<file path="config.mk">
export PLATFORM = sky130hd
export DESIGN_NAME = trap_ctrl
export DESIGN_NICKNAME = d
export VERILOG_FILES = /design/src/rtl/trap_ctrl.sv
export SDC_FILE = /design/constraint.sdc
export NUM_CORES = 1
export LEC_CHECK = 0
export CORE_MARGIN = 2
export CORE_UTILIZATION = 38
export CTS_CLUSTER_SIZE = 16
export DETAILED_ROUTE_END_ITERATION = 12
export PLACE_DENSITY = 0.82
export RECOVER_POWER = 50
export SETUP_SLACK_MARGIN = 0.02
export SLEW_MARGIN = 20
export SYNTH_ARGS = -nofsm -noshare
export SYNTH_HDL_FRONTEND = slang
export SYNTH_SLANG_ARGS = --single-unit
</file>
<file path="constraint.sdc">
create_clock -name clk -period 1.82 [get_ports clk]
set_input_delay 0.546 -clock clk [delete_from_list [all_inputs] [get_ports clk]]
set_output_delay 0.546 -clock clk [all_outputs]
set_load 0.03 [all_outputs]
</file>
<file path="src/rtl/trap_ctrl.sv">
// Machine-mode trap controller: arbitrates exceptions, mret and level IRQs, redirects/flushes the pipeline
// and sequences mepc/mcause/mtval/mstatus updates through one CSR write port. Optional: TRAP_VECTORED_EN.
module trap_ctrl #(
    parameter int XLEN    = 32,
    parameter int NUM_IRQ = 4
) (
    input  logic                clk,
    input  logic                rst_n,
    input  logic                exc_valid,
    input  logic [3:0]          exc_code,
    input  logic [XLEN-1:0]     exc_pc,
    input  logic [XLEN-1:0]     exc_tval,
    input  logic                mret,
    input  logic [XLEN-1:0]     next_pc,
    input  logic [NUM_IRQ-1:0]  irq_in,
    input  logic [NUM_IRQ-1:0]  mie,
    input  logic [XLEN-1:0]     mstatus,
    input  logic [XLEN-1:0]     mtvec,
    input  logic [XLEN-1:0]     mepc,
    output logic                csr_we,
    output logic [11:0]         csr_waddr,
    output logic [XLEN-1:0]     csr_wdata,
    output logic                redirect_valid,
    output logic [XLEN-1:0]     redirect_pc,
    output logic                flush,
    output logic                regwrite_cancel,
    output logic [NUM_IRQ-1:0]  irq_ack,
    output logic                busy
);

    localparam logic [11:0] ADDR_MSTATUS = 12'h300;
    localparam logic [11:0] ADDR_MEPC    = 12'h341;
    localparam logic [11:0] ADDR_MCAUSE  = 12'h342;
    localparam logic [11:0] ADDR_MTVAL   = 12'h343;

    typedef enum logic [2:0] {
        IDLE    = 3'd0,
        W_EPC   = 3'd1,
        W_CAUSE = 3'd2,
        W_TVAL  = 3'd3,
        W_STAT  = 3'd4,
        M_STAT  = 3'd5
    } state_t;

    // Trap entry: MPIE <- MIE, MIE <- 0, MPP <- M.
    function automatic logic [XLEN-1:0] trap_stat(input logic [XLEN-1:0] s);
        logic [XLEN-1:0] r;
        r        = s;
        r[7]     = s[3];
        r[3]     = 1'b0;
        r[12:11] = 2'b11;
        return r;
    endfunction

    // Trap return: MIE <- MPIE, MPIE <- 1, MPP <- U.
    function automatic logic [XLEN-1:0] mret_stat(input logic [XLEN-1:0] s);
        logic [XLEN-1:0] r;
        r        = s;
        r[3]     = s[7];
        r[7]     = 1'b1;
        r[12:11] = 2'b00;
        return r;
    endfunction

    state_t              state_r, state_s;
    logic [XLEN-1:0]     epc_r, epc_s, cause_r, cause_s, tval_r, tval_s, stat_r, stat_s;
    logic                we_s, rv_s, flush_s, cancel_s, busy_s;
    logic [11:0]         waddr_s;
    logic [XLEN-1:0]     wdata_s, rpc_s, base_s, irq_pc_s, irq_cause_s;
    logic [NUM_IRQ-1:0]  pend_s, ack_s;
    logic [4:0]          irq_idx_s;
    logic                irq_hit_s;

`ifndef TRAP_VECTORED_EN
    logic                mtvec_mode_unused_s;
    assign mtvec_mode_unused_s = ^mtvec[1:0];
`endif

    // Interrupt selection and redirect target computation.
    always_comb begin
        pend_s    = irq_in & mie;
        irq_hit_s = mstatus[3] && (pend_s != '0);
        irq_idx_s = 5'd0;
        for (int i = NUM_IRQ - 1; i >= 0; i--) begin
            if (pend_s[i]) begin
                irq_idx_s = 5'(i);
            end else begin
                irq_idx_s = irq_idx_s;
            end
        end
        irq_cause_s = {1'b1, (XLEN-1)'(irq_idx_s) + (XLEN-1)'(16)};
        base_s      = {mtvec[XLEN-1:2], 2'b00};
`ifdef TRAP_VECTORED_EN
        if (mtvec[1:0] == 2'b01) begin
            irq_pc_s = base_s + {irq_cause_s[XLEN-3:0], 2'b00};
        end else begin
            irq_pc_s = base_s;
        end
`else
        irq_pc_s = base_s;
`endif
    end

    // Next state, captured trap context and next registered outputs.
    always_comb begin
        state_s  = state_r;
        epc_s    = epc_r;
        cause_s  = cause_r;
        tval_s   = tval_r;
        stat_s   = stat_r;
        we_s     = 1'b0;
        waddr_s  = 12'h000;
        wdata_s  = '0;
        rv_s     = 1'b0;
        rpc_s    = '0;
        flush_s  = 1'b0;
        cancel_s = 1'b0;
        ack_s    = '0;
        busy_s   = 1'b0;
        case (state_r)
            IDLE: begin
                if (exc_valid) begin
                    state_s  = W_EPC;
                    epc_s    = exc_pc;
                    cause_s  = {{(XLEN-4){1'b0}}, exc_code};
                    tval_s   = exc_tval;
                    stat_s   = trap_stat(mstatus);
                    we_s     = 1'b1;
                    waddr_s  = ADDR_MEPC;
                    wdata_s  = exc_pc;
                    rv_s     = 1'b1;
                    rpc_s    = base_s;
                    flush_s  = 1'b1;
                    cancel_s = 1'b1;
                    busy_s   = 1'b1;
                end else if (mret) begin
                    state_s  = M_STAT;
                    we_s     = 1'b1;
                    waddr_s  = ADDR_MSTATUS;
                    wdata_s  = mret_stat(mstatus);
                    rv_s     = 1'b1;
                    rpc_s    = mepc;
                    flush_s  = 1'b1;
                    cancel_s = 1'b1;
                    busy_s   = 1'b1;
                end else if (irq_hit_s) begin
                    state_s  = W_EPC;
                    epc_s    = next_pc;
                    cause_s  = irq_cause_s;
                    tval_s   = '0;
                    stat_s   = trap_stat(mstatus);
                    we_s     = 1'b1;
                    waddr_s  = ADDR_MEPC;
                    wdata_s  = next_pc;
                    rv_s     = 1'b1;
                    rpc_s    = irq_pc_s;
                    flush_s  = 1'b1;
                    cancel_s = 1'b1;
                    ack_s    = (NUM_IRQ)'(1) << irq_idx_s;
                    busy_s   = 1'b1;
                end else begin
                    state_s = IDLE;
                end
            end
            W_EPC: begin
                state_s = W_CAUSE;
                we_s    = 1'b1;
                waddr_s = ADDR_MCAUSE;
                wdata_s = cause_r;
                busy_s  = 1'b1;
            end
            W_CAUSE: begin
                state_s = W_TVAL;
                we_s    = 1'b1;
                waddr_s = ADDR_MTVAL;
                wdata_s = tval_r;
                busy_s  = 1'b1;
            end
            W_TVAL: begin
                state_s = W_STAT;
                we_s    = 1'b1;
                waddr_s = ADDR_MSTATUS;
                wdata_s = stat_r;
                busy_s  = 1'b1;
            end
            W_STAT:  state_s = IDLE;
            M_STAT:  state_s = IDLE;
            default: state_s = IDLE;
        endcase
    end

    // State, trap context and output registers.
    always_ff @(posedge clk or negedge rst_n) begin
        if (!rst_n) begin
            state_r         <= IDLE;
            epc_r           <= '0;
            cause_r         <= '0;
            tval_r          <= '0;
            stat_r          <= '0;
            csr_we          <= 1'b0;
            csr_waddr       <= 12'h000;
            csr_wdata       <= '0;
            redirect_valid  <= 1'b0;
            redirect_pc     <= '0;
            flush           <= 1'b0;
            regwrite_cancel <= 1'b0;
            irq_ack         <= '0;
            busy            <= 1'b0;
        end else begin
            state_r         <= state_s;
            epc_r           <= epc_s;
            cause_r         <= cause_s;
            tval_r          <= tval_s;
            stat_r          <= stat_s;
            csr_we          <= we_s;
            csr_waddr       <= waddr_s;
            csr_wdata       <= wdata_s;
            redirect_valid  <= rv_s;
            redirect_pc     <= rpc_s;
            flush           <= flush_s;
            regwrite_cancel <= cancel_s;
            irq_ack         <= ack_s;
            busy            <= busy_s;
        end
    end

endmodule

</file>
---- After elaboration in Yosys (flattened, before gate mapping) ----
Cells that the tools add are included.
storage, ports and cells
  bits in registers ....................... 181
  latch bits .............................. 0
  memory bits (writable) .................. 0
  memory bits (read-only) ................. 0
  input port bits ......................... 208
  output and inout bits ................... 85
  logic and storage cells ................. 61
  memories kept ........................... 0
operators by class
  $add $sub $neg .......................... 1
  multiply operators ...................... 0
  divide/modulo/power cells ............... 0
  order comparisons ....................... 0
  equal/unequal tests ..................... 4
  shift operators ......................... 1
  mux-type cells .......................... 38
  bitwise gates (word level) .............. 1
  reductions and logical operators ........ 6
operator list
  operator             count
  $mux 32              16
  $pmux 32 s4          1
  $pmux 10 s4          1
  $mux 10              3
  $mux 4               4
  $pmux 3 s4           1
  $mux 5               2
  $add 5x5->6 const B  1
  $eq 3x2->1 const B   2
  $mux 3               2
  $mux 1               5
  $shl 1x5->4 const A  1
  $and 4x4->4          1
  $mux 2               2
  $reduce_bool 4->1    1
  $eq 3x1->1 const B   1
  $logic_not 3->1      1
  $reduce_and 3->1     1
  $reduce_or 3->1      1
  $ne 2x2->1 const B   1
  $pmux 1 s2           1
  $reduce_bool 2->1    1
  $logic_and 1x1->1    1

---- Depth between registers and ports, before layout ----
Gate-level depths: netlist (run 1).
  word-level depth ........................ 10
  gate-level depth with buffers ........... 7
  gate-level depth less buffers ........... 4

---- Worst setup path before layout (run 1) ----
OpenSTA, ideal clock, no wires.
  kind .................................... input to register
  start ................................... in exc_valid
  end ..................................... reg stat_r[0]
  setup time .............................. 0.125 ns
  arrival time ............................ 1.697 ns
  data required time ...................... 1.695 ns
  setup slack ............................. -0.002 ns
  stages on the path ...................... 6
  path buffers ............................ 3
  cell sequence ........................... buf_2 nor4b_4 a31o_2 buf_6 buf_6 mux2_2
on the way
  word-level cells in the longest chain between the ends .. 2
  elaborated cells on any way between the ends .. 4
  those cells by class .................... eq/ne: 1; mux: 1; reduce/logical: 2
ends and longest elaborated chain
  element                                                    RTL line  text
  from (decl)                                                9         input logic exc_valid,
  $ne 2x2->1 (no line) or $reduce_bool 2->1 (tied branches)  --
  $reduce_and 3->1 (no line)                                 --
  to (signal assigned)                                       214       stat_r <= stat_s;
  to (decl)                                                  66        logic [XLEN-1:0] epc_r, epc_s, cause_r, cause_s, tval_r, tval_s, stat_r, stat_s;
Several ways; a longest one is shown, not always the timed one.
A chain may end at the register's enable or synchronous reset.

==> flow_metrics.py, run 1 <==
metrics = {
    "detailed_routing": {
        "num_vias": 5685,
        "viasPerCell": 5.36,
        "firstDrtPassIters": 5,
        "wl_um": 22200,
        "drt_iter0_markers": 337,
        "drc": 0,
        "drt-wirelength-per-cell_um": 21.0,
        "ant_nets": 0,
    },
    "floorplanning": {
        "rows": 47,
        "die_h_um": 133,
        "ios": 293,
        "die_w_um": 133,
        "die_area_um2": 17700,
        "coreArea_um2": 16500,
        "initial_utilization": 0.385,
    },
    "worst_setup_path": {
        "reg2reg_from": "state_r[1]",
        "r2r_end": "stat_r[16]",
        "crit_end": "csr_waddr[1]",
        "path_max_fanout": 19,
        "startpoint_type": "register",
        "r2r_cells": 4,
        "cp.required_ns": 1.27,
        "path_class": "register to output pin",
        "startpoint": "state_r[1]",
        "r2r_setup_slack_ns": 0.05,
        "arrival_ns": 1.26,
        "end_kind": "output pin",
    },
    "cts": {
        "htreeDepth": 4,
        "cts-root-buf": "clkbuf_16",
        "path_clk_slew_ns": 0.06,
        "cts_tree": "yes",
        "cts_buffers": 17,
        "clock_latency_ns": 0.41,
        "ctsLongestPathBuffers": 2,
        "clock-sinks": 143,
    },
    "timing": {
        "setup_violations": 0,
        "max_freq_mhz": 555,
        "rsz0062_at_grt": "yes",
        "period_minus_slack_ns": 1.80,
        "slew_headroom": 0.490,
        "timing.final.crit_share": 0.990,
        "fin_skew_ns": 0.00710,
        "hold_viol_final": 0,
        "worst_hold_slack_ns": 0.479,
        "tightest_slew_ns": 0.765,
        "drv_slew": 0,
    },
    "power": {
        "swShare": 0.375,
        "clkPwrFrac": 0.224,
        "leakagePower_uw": 0.00480,
        "switchingPower_uw": 6250,
        "seqPwrFrac": 0.309,
        "totalPowerFinal_uw": 16700,
        "power_frac_comb": 0.468,
        "p_int_uw": 10400,
        "ir_drop_mv": 0.722,
        "power_density_nw_per_um2": 1590,
    },
    "run": {
        "drv_cap": 0,
    },
    "synthesis": {
        "ys_types": 47,
        "synth_warnings": 0,
        "syn-cell-area_um2": 6340,
        "syn_area_per_cell_um2": 12.5,
        "synth_ff_type": "dfrtp_1",
        "yosys-top-cells-area": "dfrtp_1 (56%), a22o_1 (9.8%), mux2_2 (7.8%)",
        "yosysSeqAreaShare": 0.564,
        "synth-edff-count": 0,
        "synthArstFlopShare": 1.00,
        "yosys.area.top_type": "dfrtp_1",
        "synth.ff_latch_count": 143,
        "synth_top_area_frac": 0.564,
        "synthCells": 508,
    },
    "placed_design": {
        "gp_congestion": 0.824,
        "hpwlAfterDp_um": 15100,
        "port_buffers": 281,
    },
    "global_route": {
        "grt_usage": 0.244,
        "grt_max_degree": 39,
        "grt_overflow": 0,
        "antenna_found_initial": 0,
        "grt_pass1_vias": 5996,
        "grt_pass1_wl_um": 33300,
    },
    "finish": {
        "finish.net_count": 1035,
        "drive_gt1_frac": 0.200,
        "syn2layout_area_growth_pct": 65.5,
        "fill_cells": 1282,
        "final-seq-area_um2": 3580,
        "multiInputGateArea_um2": 2520,
        "diodes": 0,
    },
    "outcome": {
        "status": "completed",
    },
    "hold_path": {
        "hold_path_class": "register to register",
    },
}
flip-flops by register name (all words and copies together), names as in the netlist:
name and flops:
csr_waddr 3, redirect_pc 32, busy 1, cause_r 5
state_r 3, csr_wdata 32, stat_r 30, irq_ack 4
tval_r 32, regwrite_cancel 1
cells in the mapped netlist, types with 12 or more instances:
cell,number
mux2_2,44
a211oi_1,14
clkbuf_1,17
a21oi_1,31
nand2_1,30
mux2i_1,13
nor2_1,12
buf_4,12
buf_2,23
dfrtp_1,143
a222oi_1,12
a22o_1,71
metrics by stage:
step           area (um^2)  utilization  TNS [ns]  instances  setup WS (ns)
2_1_floorplan         6370            -         0        514         0.0215
3_3_place_gp          9670        0.587    -52.83       1011         -0.521
3_5_place_dp          9670        0.587    -55.43       1011         -0.589
4_1_cts              10300        0.628   -0.0564       1051        -0.0564
5_1_grt              10500        0.637   -0.0658       1060        -0.0237
6_report             10500        0.637         0       1060         0.0183
layout make-up:
type,count,area share
well taps,220,0.0262
multi-input cells,307,0.240
repair buffers,350,0.329
clock inverters,12,0.0175
clock buffers,20,0.0426
flip-flops and latches,143,0.341
inverters,8,0.00286
worst min path at each step:
stage / start / endpoint / slack, ns / cells after the start
4_1_cts: stat_r[12] / stat_r[12] / 0.48 / 1
3_3_place_gp: rst_n / stat_r[9] / 0.45 / 1
3_5_place_dp: rst_n / stat_r[9] / 0.45 / 1
6_report: stat_r[12] / stat_r[12] / 0.48 / 1
2_1_floorplan: rst_n / busy / 0.25 / 0
5_1_grt: tval_r[27] / tval_r[27] / 0.51 / 1
routing by layer:
metal / share of wire / vias up / global-route usage
li1: - / 2556 / -
met1: 0.40 / 2808 / 0.307
met2: 0.50 / 283 / 0.417
met3: 0.074 / 38 / 0.0567
met4: 0.019 / 0 / 0.0851
met5: 0 / - / 0
placed cells by master, fill, tap and decap left out, drive strengths merged, types with 2 or more instances in the layout:
| master | count |
|---|---|
| o211ai | 2 |
| nor2b | 3 |
| nor4 | 2 |
| a222oi | 12 |
| mux2 | 45 |
| a211oi | 14 |
| clkbuf | 25 |
| a21oi | 33 |
| o21ai | 9 |
| conb | 7 |
| and3 | 2 |
| mux2i | 13 |
| clkinvlp | 5 |
| nand2 | 31 |
| bufinv | 4 |
| dfrtp | 143 |
| inv | 10 |
| a221o | 9 |
| a32o | 2 |
| a22o | 71 |
| dlygate4sd2 | 86 |
| nor2 | 12 |
| nor3 | 4 |
| and2 | 4 |
| clkdlybuf4s50 | 191 |
| a31oi | 4 |
| o2bb2ai | 9 |
| buf | 65 |
| a22oi | 4 |
power groups by stage:
stage | sequential (uW) | combinational (uW) | clock (uW)
2_1_floorplan | 6070 | 3650 | 0
5_1_grt | 5280 | 8310 | 3930
3_5_place_dp | 5180 | 7580 | 0
3_3_place_gp | 5160 | 7450 | 0
6_report | 5150 | 7800 | 3730
4_1_cts | 5140 | 7370 | 3800
cell families (layout without fill, tap and decap cells):
kind of cell    Yosys count  in the layout  synth area share
mux                      59             59             0.104
flops                   143            143             0.564
simple gates             63             63            0.0491
buf+inv                  64            390            0.0542
compound gates          177            177             0.227
other cells               1              7          0.000591
xor+xnor                  1              1           0.00138
timing repair:
action                                  4_1_cts  5_1_grt
hold endpoints to repair                      5        0
buffers inserted                              6        6
hold buffers                                  1        0
endpoints found under the setup margin      152       42
gates cloned                                  1        4
pin swaps                                     4        2
resized for setup                            98       12
critical path, stage by stage, from the launching register on:
cell,delay (ns)
dfrtp_2,0.48
buf_12,0.22
buf_8,0.14
No activity file was read; power rests on OpenSTA's default activity.
==> run 2, diff against run 1 <==
==> config.mk (replaced) <==
export PLATFORM = sky130hd
export DESIGN_NAME = trap_ctrl
export DESIGN_NICKNAME = d
export VERILOG_FILES = /design/src/rtl/trap_ctrl.sv
export SDC_FILE = /design/constraint.sdc
export NUM_CORES = 1
export LEC_CHECK = 0
export CORE_AREA = 2 2 112 114
export CTS_CLUSTER_SIZE = 16
export DETAILED_ROUTE_END_ITERATION = 12
export DIE_AREA = 0 0 114 116
export DONT_BUFFER_PORTS = 1
export PLACE_DENSITY = 0.75
export RECOVER_POWER = 50
export SETUP_SLACK_MARGIN = 0.02
export SLEW_MARGIN = 20
export SYNTH_ARGS = -nofsm -noshare
export SYNTH_HDL_FRONTEND = slang
export SYNTH_SLANG_ARGS = --single-unit
export TNS_END_PERCENT = 100
==> run 2 against run 1 <==
  * The flow now finishes with violations (negative hold slack)
  * Core utilization decreased by 3.4 points
  * Via count decreased by 21%
  * Count of clock-buffer cells in the layout increased by 5
  * Final area decreased by 31%
  * Cell count decreased by 37%
  * Largest cell class unchanged
==> flow_metrics.py, run 2 (synthesis results as in run 1) <==
metrics = {
    "outcome": {
        "status": "finished, violations left",
        "violations": "negative hold slack",
    },
    "power": {
        "power_density_nw_per_um2": 2040,
        "ir_drop_mv": 1.01,
        "totalPowerFinal_uw": 14700,
        "leakagePower_uw": 0.00319,
    },
    "global_route": {
        "grt_overflow": 0,
        "grt_pass1_vias": 4725,
        "antenna_found_initial": 0,
        "grt_usage": 0.273,
        "grt_pass1_wl_um": 26900,
        "grt_max_degree": 144,
    },
    "floorplanning": {
        "die_h_um": 116,
        "coreArea_um2": 11900,
        "die_area_um2": 13200,
        "ios": 293,
        "die_w_um": 114,
        "initial_utilization": 0.533,
        "rows": 40,
    },
    "placed_design": {
        "dpl_cell_area_um2": 6580,
        "placed_cells": 635,
        "port_buffers": 0,
        "hpwlAfterDp_um": 12400,
        "gp_congestion": 0.844,
    },
    "detailed_routing": {
        "drc": 0,
        "drt_iter0_markers": 480,
        "drt-wirelength-per-cell_um": 27.0,
        "ant_nets": 0,
        "wl_um": 18000,
        "viasPerCell": 6.74,
        "num_vias": 4493,
        "firstDrtPassIters": 7,
    },
    "finish": {
        "syn2layout_area_growth_pct": 13.4,
        "layout_commonest_cell": "dfrtp_1",
        "finalInstanceArea_um2": 7190,
        "diodes": 0,
        "fill_cells": 937,
        "multiInputGateArea_um2": 2470,
        "drive_gt1_frac": 0.223,
        "finish.net_count": 716,
        "layout.cells.non_filler": 667,
        "final-seq-area_um2": 3580,
        "largestRegisters": "csr_wdata x32, redirect_pc x32, tval_r x32",
        "layout_common_cells": "dfrtp_1 (142), a22o_1 (71), mux2_2 (44)",
    },
    "worst_setup_path": {
        "worst-path-buf-inv": 1,
        "cp.required_ns": 1.27,
        "crit_slowest_cell": "dfrtp_1",
        "max_stage_delay_ns": 0.49,
        "path_class": "register to output pin",
        "arrival_ns": 1.21,
        "end_kind": "output pin",
        "critPathTopFamily": "flip-flops",
        "path_cells": "buf_4",
        "path_max_fanout": 11,
        "startpoint_type": "register",
    },
    "run": {
        "drv_cap": 0,
    },
    "cts": {
        "htreeDepth": 4,
        "cts-root-buf": "clkbuf_16",
        "clock-sinks": 143,
        "path_clk_slew_ns": 0.06,
        "cts_buffers": 17,
        "ctsLongestPathBuffers": 2,
        "cts_tree": "yes",
        "clock_latency_ns": 0.42,
    },
    "timing": {
        "fin_skew_ns": 0.00831,
        "setup_violations": 0,
        "rsz0062_at_grt": "no",
        "max_freq_mhz": 568,
        "hold_viol_final": 143,
        "worst_hold_slack_ns": -0.178,
        "period_minus_slack_ns": 1.76,
        "tightest_slew_ns": 0.570,
        "timing.final.crit_share": 0.967,
        "drv_slew": 0,
        "slew_headroom": 0.620,
    },
    "hold_path": {
        "hold_path_class": "primary input to asynchronous set/reset pin",
    },
}
==> run 2: worst paths after layout <==
| check | start | to | slack (ns) | depth (start not counted) |
|---|---|---|---|---|
| worst max-delay path | state_r[1] | csr_waddr[1] | 0.06 | 1 |
| worst min-delay path | rst_n | tval_r[22] | -0.18 | 0 |
| worst max register to register | state_r[0] | csr_wdata[7] | 0.08 | 5 |
| worst min register to register | stat_r[12] | stat_r[12] | 0.47 | 1 |
| max in group asynchronous | rst_n | tval_r[12] | 1.75 | 0 |
| min in group clk | next_pc[17] | csr_wdata[17] | 0.25 | 1 |
==> run 2: per-layer routing <==
layer / part of all wire / up-vias / global-route usage / wire length [um]
li1: - / 1900 / - / -
met1: 0.37 / 2270 / 0.315 / 6610
met2: 0.51 / 286 / 0.477 / 9250
met3: 0.096 / 37 / 0.0947 / 1740
met4: 0.024 / 0 / 0.0967 / 432
met5: 0 / - / 0 / 0
==> run 2: cell type report <==
class	count	area share
Multi-Input combinational cell	307	0.343
Inverter	8	0.00417
Clock buffer	25	0.0689
Timing Repair Buffer	31	0.0457
Clock inverter	6	0.0146
Tap cell	147	0.0256
Sequential cell	143	0.498
==> run 2: timing repair <==
item	4_1_cts	5_1_grt
pin swaps	1	1
buffers inserted	1	0
gates resized for setup	1	0
setup endpoints to repair	28	15
hold endpoints to repair	143	143
==> run 2: power breakdown <==
part / leakage, uW / internal (uW) / switching (uW)
logic: 0.00108 / 2270 / 2450
registers: 0.00181 / 4480 / 1920
clock network: 0.000297 / 2290 / 1250
==> run 2: through the flow <==
step,setup TNS [ns],worst slack (ns),utilization
2_1_floorplan,0,0.0215,-
3_3_place_gp,0,0.0414,0.553
4_1_cts,0,0.0745,0.604
6_report,0,0.0605,0.604
3_5_place_dp,-0.00114,-0.000736,0.553
5_1_grt,0,0.0229,0.604
